### src/rtl/instr_fetch.sv
// Single-outstanding-request instruction fetch unit with a one-entry output
// buffer, redirect handling and discard of stale memory responses.
module instr_fetch #(
  parameter logic [31:0] RESET_PC = 32'h0000_0000
) (
  input  logic        clk_i,
  input  logic        rst_i,
  output logic        imem_req_o,
  output logic [31:0] imem_addr_o,
  input  logic        imem_rvalid_i,
  input  logic [31:0] imem_rdata_i,
  input  logic        redirect_i,
  input  logic [31:0] redirect_pc_i,
  output logic        instr_valid_o,
  input  logic        instr_ready_i,
  output logic [31:0] instr_o,
  output logic [31:0] pc_o,
  output logic [6:0]  opcode_o
);

  localparam logic [31:0] PC_ALIGN_MASK = 32'hFFFF_FFFC;
  localparam logic [31:0] RESET_PC_AL   = RESET_PC & PC_ALIGN_MASK;
  localparam logic [31:0] NOP_INSTR     = 32'h0000_0013;

  typedef enum logic [1:0] {
    ST_REQ  = 2'd0,
    ST_HOLD = 2'd1,
    ST_DROP = 2'd2
  } state_e;

  state_e      state_q, state_d;
  logic [31:0] pc_q, pc_d;
  logic [31:0] instr_q, instr_d;
  logic [31:0] pc_out_q, pc_out_d;
  logic        valid_q, valid_d;
  logic [31:0] target;

  assign target = redirect_pc_i & PC_ALIGN_MASK;

  always_comb begin
    state_d  = state_q;
    pc_d     = pc_q;
    instr_d  = instr_q;
    pc_out_d = pc_out_q;
    valid_d  = valid_q;
    case (state_q)
      ST_REQ: begin
        if (redirect_i) begin
          // A response arriving with the redirect belongs to the old PC.
          pc_d    = target;
          state_d = imem_rvalid_i ? ST_REQ : ST_DROP;
        end else if (imem_rvalid_i) begin
          instr_d  = imem_rdata_i;
          pc_out_d = pc_q;
          valid_d  = 1'b1;
          state_d  = ST_HOLD;
        end
      end
      ST_HOLD: begin
        if (redirect_i) begin
          valid_d = 1'b0;
          pc_d    = target;
          state_d = ST_REQ;
        end else if (valid_q && instr_ready_i) begin
          valid_d = 1'b0;
          pc_d    = pc_out_q + 32'd4;
          state_d = ST_REQ;
        end
      end
      ST_DROP: begin
        if (redirect_i) begin
          pc_d = target;
        end
        if (imem_rvalid_i) begin
          state_d = ST_REQ;
        end
      end
      default: begin
        state_d = ST_REQ;
      end
    endcase
  end

  always_ff @(posedge clk_i) begin
    if (rst_i) begin
      state_q  <= ST_REQ;
      pc_q     <= RESET_PC_AL;
      instr_q  <= NOP_INSTR;
      pc_out_q <= 32'h0000_0000;
      valid_q  <= 1'b0;
    end else begin
      state_q  <= state_d;
      pc_q     <= pc_d;
      instr_q  <= instr_d;
      pc_out_q <= pc_out_d;
      valid_q  <= valid_d;
    end
  end

  assign imem_req_o    = ~rst_i & ((state_q == ST_REQ) | (state_q == ST_DROP));
  assign imem_addr_o   = pc_q;
  assign instr_valid_o = valid_q;
  assign instr_o       = instr_q;
  assign pc_o          = pc_out_q;
  assign opcode_o      = instr_q[6:0];

endmodule

### config.mk
export PLATFORM = sky130hd
export DESIGN_NAME = instr_fetch
export DESIGN_NICKNAME = d
export VERILOG_FILES = /design/src/rtl/instr_fetch.sv
export SDC_FILE = /design/constraint.sdc
export NUM_CORES = 1
export LEC_CHECK = 0
export BUFFER_PORTS_ARGS = -buffer_cell sky130_fd_sc_hd__buf_2
export CAP_MARGIN = 30
export CELL_PAD_IN_SITES_DETAIL_PLACEMENT = 0
export CELL_PAD_IN_SITES_GLOBAL_PLACEMENT = 1
export CORE_ASPECT_RATIO = 0.75
export CORE_MARGIN = 2
export CORE_UTILIZATION = 32
export CTS_BUF_LIST = sky130_fd_sc_hd__clkbuf_4
export DETAILED_ROUTE_END_ITERATION = 6
export GPL_ROUTABILITY_DRIVEN = 0
export PLACE_DENSITY = 0.79
export SETUP_SLACK_MARGIN = 0.4
export SYNTH_ARGS = -nofsm -noshare
export SYNTH_HDL_FRONTEND = slang
export SYNTH_SLANG_ARGS = --single-unit
export TNS_END_PERCENT = 1
### constraint.sdc
create_clock -name clk_i -period 2.45 [get_ports clk_i]
set_clock_uncertainty 0.2 [all_clocks]
set_input_delay 0.245 -clock clk_i [delete_from_list [all_inputs] [get_ports clk_i]]
set_output_delay 0.245 -clock clk_i [all_outputs]
set_load 0.05 [all_outputs]
==> results.toml, run 1 <==
[run_status]
outcome = "finished, final reports clean"

[yosys]
netlist_area_um2 = 4577
yosys.area.top_type = "dfxtp_1"
synth_top_area_share_pct = 43.30
synth-edff-count = 0
ys_async_sr_fraction_pct = 0
ys_seq_area_share_pct = 43.30
yosys_warnings = 0
syn_nets = 647
synthCells = 577
synth_cell_types = 57
ys_ff_latch = 99
netlist_top_cells_area = "dfxtp_1, nand2_1, a21oi_1"
syn_avg_cell_area_um2 = 7.932
ys.flop_type = "dfxtp_1"

[routing]
firstDrtPassIters = 5
wl_per_cell_um = 16.14
drt_iter0_drc = 311
vias = 5156
postRouteWirelength_um = 15930
drc = 0
vias_per_cell = 5.224
ant_nets = 0

[place]
portBuffers = 171
hpwl_um = 10840
place_inst = 893

[sta]
tns_ps = 0
max_freq_mhz = 469.1
maxSlewViolCount = 0
fin_crit_ps = 2132
tightest_slew_ps = 627.5
rsz0062_at_grt = "true"
slew_headroom_pct = 58.16
fin_crit_sh_pct = 87.01
hold_viol = 0
setup_violations = 0

[clocking]
cts_sinks = 99
clock_path_buffers = 2
cts_root_buf = "clkbuf_4"
clock_latency_ps = 490
clk_pin_slew_ps = 150
cts_buffers = 9
cts_tree = "done"
ctsHtreeMaxLevel = 3

[critical_path]
critPathMaxFanout = 8
path_cells = "nand4_1, or4_4, buf_6, or4_4, o211ai_1"
arrival_ps = 2340
slowest_delay_ps = 650
critical_path_class = "reg -> reg"
crit_slowest_cell = "or4_4"
start_kind = "flip-flop"
end_kind = "flip-flop"
reg2regPathDepth = 5
required_ps = 2660
cp_common_cell = "or4_4"
r2r_slack_ps = 320

[global_routing]
grt_max_degree = 47
use_met3_pct = 6.539
grt_use_total_pct = 20.39
grt-ovfl-total = 0
grt_pass1_wl_um = 24550
grt_pass1_vias = 4770
grt_most_used_layer = "met2"
use_met2_pct = 33.09
grt_antenna_before_repair = 2
grt_use_met1_pct = 26.79

[pwr]
p_seq_share_pct = 50.0
ir_worst_vdd_mv = 0.2530
power.switching_mw = 1.158
clkPwrFrac_pct = 28.0
swShare_pct = 33.07
intPower_mw = 2.344
powerDensity_nw_per_um2 = 534.4
pwr-share-comb_pct = 22.0
p_leak_nw = 2.749
finalPower_mw = 3.502

[floorplanning]
pin_count = 174
fp.dieH_um = 107.6
die_x_um = 142.1
initial_core_util_pct = 33.07
row_count = 37
die_area_um2 = 15290
core_area_um2 = 13840

[hold_path]
min_path_type = "in -> reg"
hold_path_depth = 5

[flow_run]
drv_cap = 0

[finish]
finish.net_count = 875
stdcell_count = 987
layout_commonest_cell = "buf_2"
drive_gt1_share_pct = 33.58
layout_common_cells = "buf_2, nand2_1, a21oi_1"
area_delta_synth_final_pct = 43.19
==> cell usage after synthesis (2+ instances only) <==
library cell / number
or2_2: 2
and4_1: 4
nor3b_1: 2
o21a_1: 2
dfxtp_1: 99
a32oi_1: 9
o211ai_1: 16
nand2b_1: 2
o22ai_1: 2
xor2_1: 3
or4_1: 9
nand2_1: 147
a21oi_1: 78
or3_2: 2
buf_4: 9
o221ai_1: 4
buf_2: 3
a211oi_1: 2
xnor2_1: 3
nand3_1: 18
o21ai_0: 14
or3_1: 2
nor4_1: 9
nor2_1: 14
buf_6: 3
a31o_2: 3
buf_1: 6
and3_1: 6
and2_1: 3
inv_1: 6
nand4_1: 8
clkbuf_1: 30
a311oi_1: 6
nand3b_1: 10
nor3_1: 8
o31ai_1: 5
a211o_1: 3
a31oi_1: 6
==> per-layer routing <==
| metal | vias to the layer above | routed length (um) |
|---|---|---|
| met4 | 2 | 208 |
| li1 | 2511 | - |
| met3 | 20 | 1283 |
| met5 | - | 11 |
| met1 | 2421 | 7168 |
| met2 | 202 | 7261 |
==> area by class of cell <==
type                    count  area, um2
diodes                      2      5.005
clock buffers               9      67.56
clock inverters             7      92.59
well taps                 175      219.0
flip-flops and latches     99       2027
repair buffers            270       1768
inverters                   6      22.52
multi-input cells         419       2352
fillers                  1326       7288
==> through the flow <==
step | instance area [um2] | util, % | worst slack [ps] | hold slack, ps
after global placement | 5620 | 40.60 | 186.0 | 239.4
after CTS | 6513 | 47.05 | 362.5 | 7.881
final | 6554 | 47.35 | 318.3 | 19.28
after detailed placement | 5620 | 40.60 | 160.7 | 244.3
after global routing | 6554 | 47.35 | 269.6 | 21.79
after floorplan | 4639 | - | 187.0 | 123.7
==> critical path: cells and delay by family, from the launching register on <==
family | cells | cell delay, ps
simple gates | 3 | 1200
flops | 1 | 400
buf+inv | 1 | 160
compound gates | 1 | 90
==> final timing paths <==
| path | start | end |
|---|---|---|
| setup / recovery | pc_o[3]$_SDFFE_PP0P_ | imem_addr_o[17]$_SDFFE_PP0P_ |
| hold / removal | redirect_pc_i[12] | imem_addr_o[12]$_SDFFE_PP0P_ |
| setup reg to reg | pc_o[3]$_SDFFE_PP0P_ | imem_addr_o[17]$_SDFFE_PP0P_ |
| hold reg to reg | instr_o[31]$_SDFFE_PP0P_ | instr_o[31]$_SDFFE_PP0P_ |
==> state kept, by name, indices dropped and copies added (netlist names) <==
name	cells
instr_o	32
imem_addr_o	32
instr_valid_o	1
state_q	2
pc_o	32
==> power by group through the flow <==
stage / sequential, mW / combinational [mW] / clock, mW
after floorplan: 2.02 / 0.241 / 0
after global placement: 1.78 / 0.682 / 0
after detailed placement: 1.79 / 0.689 / 0
after CTS: 1.75 / 0.772 / 1.02
after global routing: 1.76 / 0.820 / 1.09
final: 1.75 / 0.769 / 0.981
==> logic make-up after synthesis <==
kind of cell | Yosys count | synth area share [%]
DFF | 99 | 43.30
and+or+nand+nor | 255 | 27.17
xor gates and xnor gates | 6 | 1.148
adders and majority gates | 1 | 0.2733
muxes | 2 | 0.4647
AOI/OAI and AO/OA | 155 | 21.08
buffers and inverters | 59 | 6.561
==> repair_timing <==
item | CTS | global route
setup buffers | 14 | 1
gates resized for setup | 5 | 5
endpoints found under the hold margin | 67 | 0
pin swaps | 4 | 5
setup endpoints to repair | 7 | 28
hold buffers | 61 | 0
Power figures use the tool's default switching activity.
==> run 2: changes to the inputs <==
--- a/config.mk
+++ b/config.mk
@@ -5,17 +5,18 @@
 export SDC_FILE = /design/constraint.sdc
 export NUM_CORES = 1
 export LEC_CHECK = 0
-export BUFFER_PORTS_ARGS = -buffer_cell sky130_fd_sc_hd__buf_2
 export CAP_MARGIN = 30
 export CELL_PAD_IN_SITES_DETAIL_PLACEMENT = 0
 export CELL_PAD_IN_SITES_GLOBAL_PLACEMENT = 1
 export CORE_ASPECT_RATIO = 0.75
 export CORE_MARGIN = 2
-export CORE_UTILIZATION = 32
+export CORE_UTILIZATION = 40
 export CTS_BUF_LIST = sky130_fd_sc_hd__clkbuf_4
 export DETAILED_ROUTE_END_ITERATION = 6
+export DONT_BUFFER_PORTS = 1
 export GPL_ROUTABILITY_DRIVEN = 0
-export PLACE_DENSITY = 0.79
+export GPL_TIMING_DRIVEN = 0
+export PLACE_DENSITY = 0.77
 export SETUP_SLACK_MARGIN = 0.4
 export SYNTH_ARGS = -nofsm -noshare
 export SYNTH_HDL_FRONTEND = slang
==> constraint.sdc (replaced) <==
create_clock -name clk_i -period 1.8 [get_ports clk_i]
set_clock_uncertainty 0.2 [all_clocks]
set_input_delay 0.18 -clock clk_i [delete_from_list [all_inputs] [get_ports clk_i]]
set_output_delay 0.18 -clock clk_i [all_outputs]
set_load 0.05 [all_outputs]
==> run 2 against run 1 <==
The flow now finishes with violations (setup timing). Largest cell class unchanged. Global-route usage up 6.5 points. Wire length rose by 5.0%. Count of clock-buffer cells in the layout unchanged. Highest routed layer is now met4.
==> results.toml, run 2 (synthesis gave the netlist of run 1 again) <==
[run_status]
outcome = "finished with violations"
violations = "setup timing"

[sta]
hold_viol = 0
max_freq_mhz = 432.6
fin_crit_sh_pct = 128.4
slew_headroom_pct = 51.41
maxSlewViolCount = 0
layout_setup_ws_ps = -511.4
fin_crit_ps = 2311
rsz0062_at_grt = "true"
tightest_slew_ps = 728.8
setup_violations = 86

[routing]
wl_per_cell_um = 20.47
vias_per_cell = 5.917
ant_nets = 0
postRouteWirelength_um = 16730
drc = 0
vias = 4834
drt_iter0_drc = 285
firstDrtPassIters = 5

[critical_path]
r2r_start = "pc_o[4]$_SDFFE_PP0P_"
start_kind = "flip-flop"
arrival_ps = 2520
cp_num_buf_inv = 2
cp.depth = 6
r2r_slack_ps = -510
reg2regPathDepth = 6
end_kind = "flip-flop"
critical_path_class = "reg -> reg"
path_cells = "buf_6, nand4_1, or4_4, buf_6, or4_4, a31oi_1"
r2r-end = "imem_addr_o[27]$_SDFFE_PP0P_"
critPathTopFamily = "simple AND/OR/NAND/NOR gates"
crit_slowest_cell = "or4_4"
required_ps = 2010
slowest_delay_ps = 570
critPathMaxFanout = 8

[global_routing]
grt-ovfl-total = 0
grt_antenna_before_repair = 0
grt_max_degree = 19
grt_pass1_vias = 4752
grt_use_total_pct = 26.88
grt_pass1_wl_um = 26050

[pwr]
clkPwrFrac_pct = 25.2
powerDensity_nw_per_um2 = 711.3
swShare_pct = 36.38
p_leak_nw = 2.189
p_seq_share_pct = 60.4
intPower_mw = 2.867
power.switching_mw = 1.640
pwr-share-comb_pct = 14.4
ir_worst_vdd_mv = 0.4290

[place]
dpl_worst_slack_ps = -1105
place_inst = 717
portBuffers = 0
placed_area_um2 = 4815
hpwl_um = 11020

[clocking]
clock_latency_ps = 480
cts_tree = "done"
clk_pin_slew_ps = 170
cts_sinks = 99
ctsHtreeMaxLevel = 3
cts_root_buf = "clkbuf_4"
cts_buffers = 9
clock_path_buffers = 2

[finish]
layout_commonest_cell = "nand2_1"
fin_area_um2 = 6336
layout_common_cells = "nand2_1, a21oi_1, dlygate4sd3_1"
drive_gt1_share_pct = 28.36
finish.net_count = 742
fillers = 966
diodes = 0
stdcell_count = 817
area_delta_synth_final_pct = 38.44

[floorplanning]
die_area_um2 = 12320
pin_count = 174
initial_core_util_pct = 41.52
die_x_um = 127.5
core_area_um2 = 11020
fp.dieH_um = 96.64
row_count = 33

[hold_path]
min_path_type = "in -> reg"
hold_path_depth = 4
min_to = "imem_addr_o[19]$_SDFFE_PP0P_"
min_from = "redirect_i"

[flow_run]
drv_cap = 0
## run 2: final cells by class
cell class / count / area (um2) / share of cell area, %
Inverter: 6 / 22.52 / 0.3555
Clock inverter: 7 / 60.06 / 0.9479
Multi-Input combinational cell: 419 / 2484 / 39.20
Buffer: 53 / 464.2 / 7.326
Timing Repair Buffer: 84 / 848.3 / 13.39
Tap cell: 140 / 175.2 / 2.765
Sequential cell: 99 / 2215 / 34.95
Clock buffer: 9 / 67.56 / 1.066
## run 2: worst max-delay path by stage
stage / startpoint / endpoint / slack, ps
after global routing: pc_o[4]$_SDFFE_PP0P_ / imem_addr_o[27]$_SDFFE_PP0P_ / -570
after global placement: instr_valid_o$_SDFFE_PP0P_ / imem_addr_o[9]$_SDFFE_PP0P_ / -1030
after floorplan: pc_o[3]$_SDFFE_PP0P_ / imem_addr_o[26]$_SDFFE_PP0P_ / -460
after detailed placement: instr_valid_o$_SDFFE_PP0P_ / imem_addr_o[1]$_SDFFE_PP0P_ / -1100
after CTS: pc_o[4]$_SDFFE_PP0P_ / imem_addr_o[27]$_SDFFE_PP0P_ / -520
final: pc_o[4]$_SDFFE_PP0P_ / imem_addr_o[27]$_SDFFE_PP0P_ / -510
## run 2: worst reg2reg max path, delay by kind of cell (launching register included)
kind / cells / cell delay, ps
buffers and inverters: 2 / 300
AOI/OAI and AO/OA: 1 / 140
and+or+nand+nor: 3 / 1140
DFF: 1 / 480
## run 2: routing by layer
metal  track usage, %  wire [um]
met1            35.91       7158
met2            42.08       7552
met3            8.352       1743
met4            7.270        270
met5                0          0
## run 2: power groups by stage
stage	clock network, mW	registers (mW)	logic [mW]
finish	1.14	2.72	0.649
global route	1.25	2.74	0.706
CTS	1.19	2.72	0.627
detailed placement	0	2.80	0.432
global placement	0	2.80	0.421
floorplan	0	2.76	0.328
## run 2: timing repair
action                                  in CTS  in global routing
endpoints found under the setup margin     200                164
pin swaps                                   16                 17
buffers inserted                            14                  2
gates resized for setup                    170                 36
hold endpoints to repair                    65                  0
gates cloned                                 2                  0
hold buffers                                66                  0
## run 2: through the flow
stage / power (mW) / setup TNS, ps / hold WS [ps] / util, %
2_1_floorplan: 3.084 / -13390 / 58.66 / -
3_3_place_gp: 3.216 / -53450 / 61.86 / 43.67
3_5_place_dp: 3.230 / -61820 / 63.59 / 43.67
4_1_cts: 4.538 / -15360 / -55.85 / 56.30
5_1_grt: 4.688 / -21590 / 24.22 / 57.47
6_report: 4.507 / -13810 / 2.851 / 57.47
==> run 3: changes to the inputs <==
--- a/config.mk
+++ b/config.mk
@@ -16,7 +16,7 @@
 export DONT_BUFFER_PORTS = 1
 export GPL_ROUTABILITY_DRIVEN = 0
 export GPL_TIMING_DRIVEN = 0
-export PLACE_DENSITY = 0.77
+export PLACE_DENSITY = 0.74
 export SETUP_SLACK_MARGIN = 0.4
 export SYNTH_ARGS = -nofsm -noshare
 export SYNTH_HDL_FRONTEND = slang
==> constraint.sdc (replaced) <==
create_clock -name clk_i -period 2.6 [get_ports clk_i]
set_clock_uncertainty 0.2 [all_clocks]
set_input_delay 0.26 -clock clk_i [delete_from_list [all_inputs] [get_ports clk_i]]
set_output_delay 0.26 -clock clk_i [all_outputs]
set_load 0.05 [all_outputs]
==> run 3 against run 2 <==
The run now ends clean. Worst setup slack improved by 720 ps. Register-to-register slack improved by 720 ps. Critical path depth unchanged. Cell area decreased by 9.3%. Sequential power decreased by 31%. Wire length decreased by 5.6%. Die area unchanged. Combinational power decreased by 41%. Final cell count decreased by 1.3%. Largest cell class unchanged.
==> results.toml, run 3 (synthesis gave the netlist of run 1 again) <==
[finish]
drive_gt1_share_pct = 15.32
fillers = 1045
layout_common_cells = "nand2_1, a21oi_1, dfxtp_1"
stdcell_count = 806
finish.net_count = 731
multi_input_area_um2 = 2333
register_area_um2 = 2071
layout_commonest_cell = "nand2_1"
area_delta_synth_final_pct = 25.56
diodes = 0

[clocking]
ctsHtreeMaxLevel = 3
cts_buffers = 9
clock_path_buffers = 2
cts_root_buf = "clkbuf_4"
cts_sinks = 99
clock_latency_ps = 450
clk_pin_slew_ps = 150
cts_tree = "done"

[critical_path]
arrival_ps = 2580
critPathMaxFanout = 6
critPathTopFamily = "simple AND/OR/NAND/NOR gates"
slowest_delay_ps = 630
required_ps = 2780
crit_slowest_cell = "or4_4"
start_kind = "flip-flop"
cp_num_buf_inv = 2
path_cells = "buf_6, nand4_1, or4_4, buf_8, or4_4, a31oi_1"
critical_path_class = "reg -> reg"
cp_common_cell = "or4_4"
r2r_slack_ps = 210
end_kind = "flip-flop"

[floorplanning]
initial_core_util_pct = 41.52
pin_count = 174
row_count = 33
die_area_um2 = 12320
die_x_um = 127.5
core_area_um2 = 11020
fp.dieH_um = 96.64

[routing]
vias = 4724
drt_iter0_drc = 377
wl_per_cell_um = 19.59
firstDrtPassIters = 4
ant_nets = 0
postRouteWirelength_um = 15790
drc = 0
vias_per_cell = 5.861

[run_status]
outcome = "finished, final reports clean"

[sta]
maxSlewViolCount = 0
hold_viol = 0
max_freq_mhz = 417.9
rsz0062_at_grt = "true"
fin_crit_ps = 2393
tns_ps = 0
slew_headroom_pct = 39.59
tightest_slew_ps = 902.8
fin_crit_sh_pct = 92.03
setup_violations = 0

[place]
portBuffers = 0
hpwl_um = 11070
place_inst = 719

[global_routing]
grt_pass1_vias = 4492
grt_max_degree = 16
grt_use_total_pct = 25.05
grt_pass1_wl_um = 24440
grt-ovfl-total = 0
grt_antenna_before_repair = 0

[pwr]
ir_worst_vdd_mv = 0.3860
powerDensity_nw_per_um2 = 538.4
p_leak_nw = 1.988

[flow_run]
drv_cap = 0

[hold_path]
min_path_type = "in -> reg"
-- run 3: changes by cell type in the layout (fill, tap and decap cells not counted), moves of 4 or more --
cell and change:
dfxtp_2 -10, a21oi_1 +4, dlygate4sd3_1 -4, buf_6 -7
dfxtp_4 -35, dfxtp_1 +45, buf_4 -4, buf_2 +4
clkbuf_1 +9, a21oi_2 -4
-- run 3: final timing paths --
kind | startpoint | endpoint | cells past startpoint
min reg2reg | pc_o[25]$_SDFFE_PP0P_ | pc_o[25]$_SDFFE_PP0P_ | 2
min | rst_i | imem_addr_o[18]$_SDFFE_PP0P_ | 4
max | pc_o[4]$_SDFFE_PP0P_ | imem_addr_o[27]$_SDFFE_PP0P_ | 6
max reg2reg | pc_o[4]$_SDFFE_PP0P_ | imem_addr_o[27]$_SDFFE_PP0P_ | 6
-- run 3: worst reg2reg max path, cell delays in order, from the launching register on --
cell     delay (ps)
dfxtp_4         470
buf_6           140
nand4_1         160
or4_4           630
buf_8           160
or4_4           420
a31oi_1         150
-- run 3: cell type report --
cell class	instances	share of cell area (%)
clock inverters	6	0.9798
multi-input cells	419	40.61
flip-flops and latches	99	36.03
well taps	140	3.048
clock buffers	10	1.306
plain buffers	53	5.530
inverters	6	0.3919
repair buffers	73	12.11
-- run 3: per-layer routing --
metal  part of all wire (%)  vias to the layer above  track usage [%]
met3                     11                       19            8.296
met4                    1.6                        0            5.579
li1                       -                     2227                -
met5                      0                        -                0
met2                     44                      240            38.38
met1                     44                     2238            34.35
-- run 3: per-stage QoR --
| stage | worst slack (ps) | power [mW] | hold slack, ps | instance area (um2) | utilization (%) |
|---|---|---|---|---|---|
| 6_report | 207.1 | 3.094 | 30.90 | 5747 | 52.13 |
| 5_1_grt | 184.4 | 3.231 | 1.486 | 5747 | 52.13 |
| 4_1_cts | 223.9 | 3.121 | 5.060 | 5635 | 51.12 |
| 3_5_place_dp | -204.5 | 2.235 | 145.7 | 4825 | 43.76 |
| 3_3_place_gp | -129.0 | 2.225 | 140.2 | 4815 | 43.67 |
| 2_1_floorplan | 337.0 | 2.135 | 138.7 | 4639 | - |
-- run 3: repair_timing --
action	in CTS	in global routing
resized for setup	22	25
endpoints found under the hold margin	62	0
setup endpoints to repair	92	93
hold buffers	62	0
setup buffers	2	7
pin swaps	2	2
-- run 3: report_power, final --
group	switching, mW	leakage, nW	internal [mW]	total, mW
combinational	0.220	1.08	0.165	0.386
sequential	0.318	0.829	1.57	1.89
clock	0.522	0.0752	0.298	0.819
total	1.06	1.99	2.03	3.09
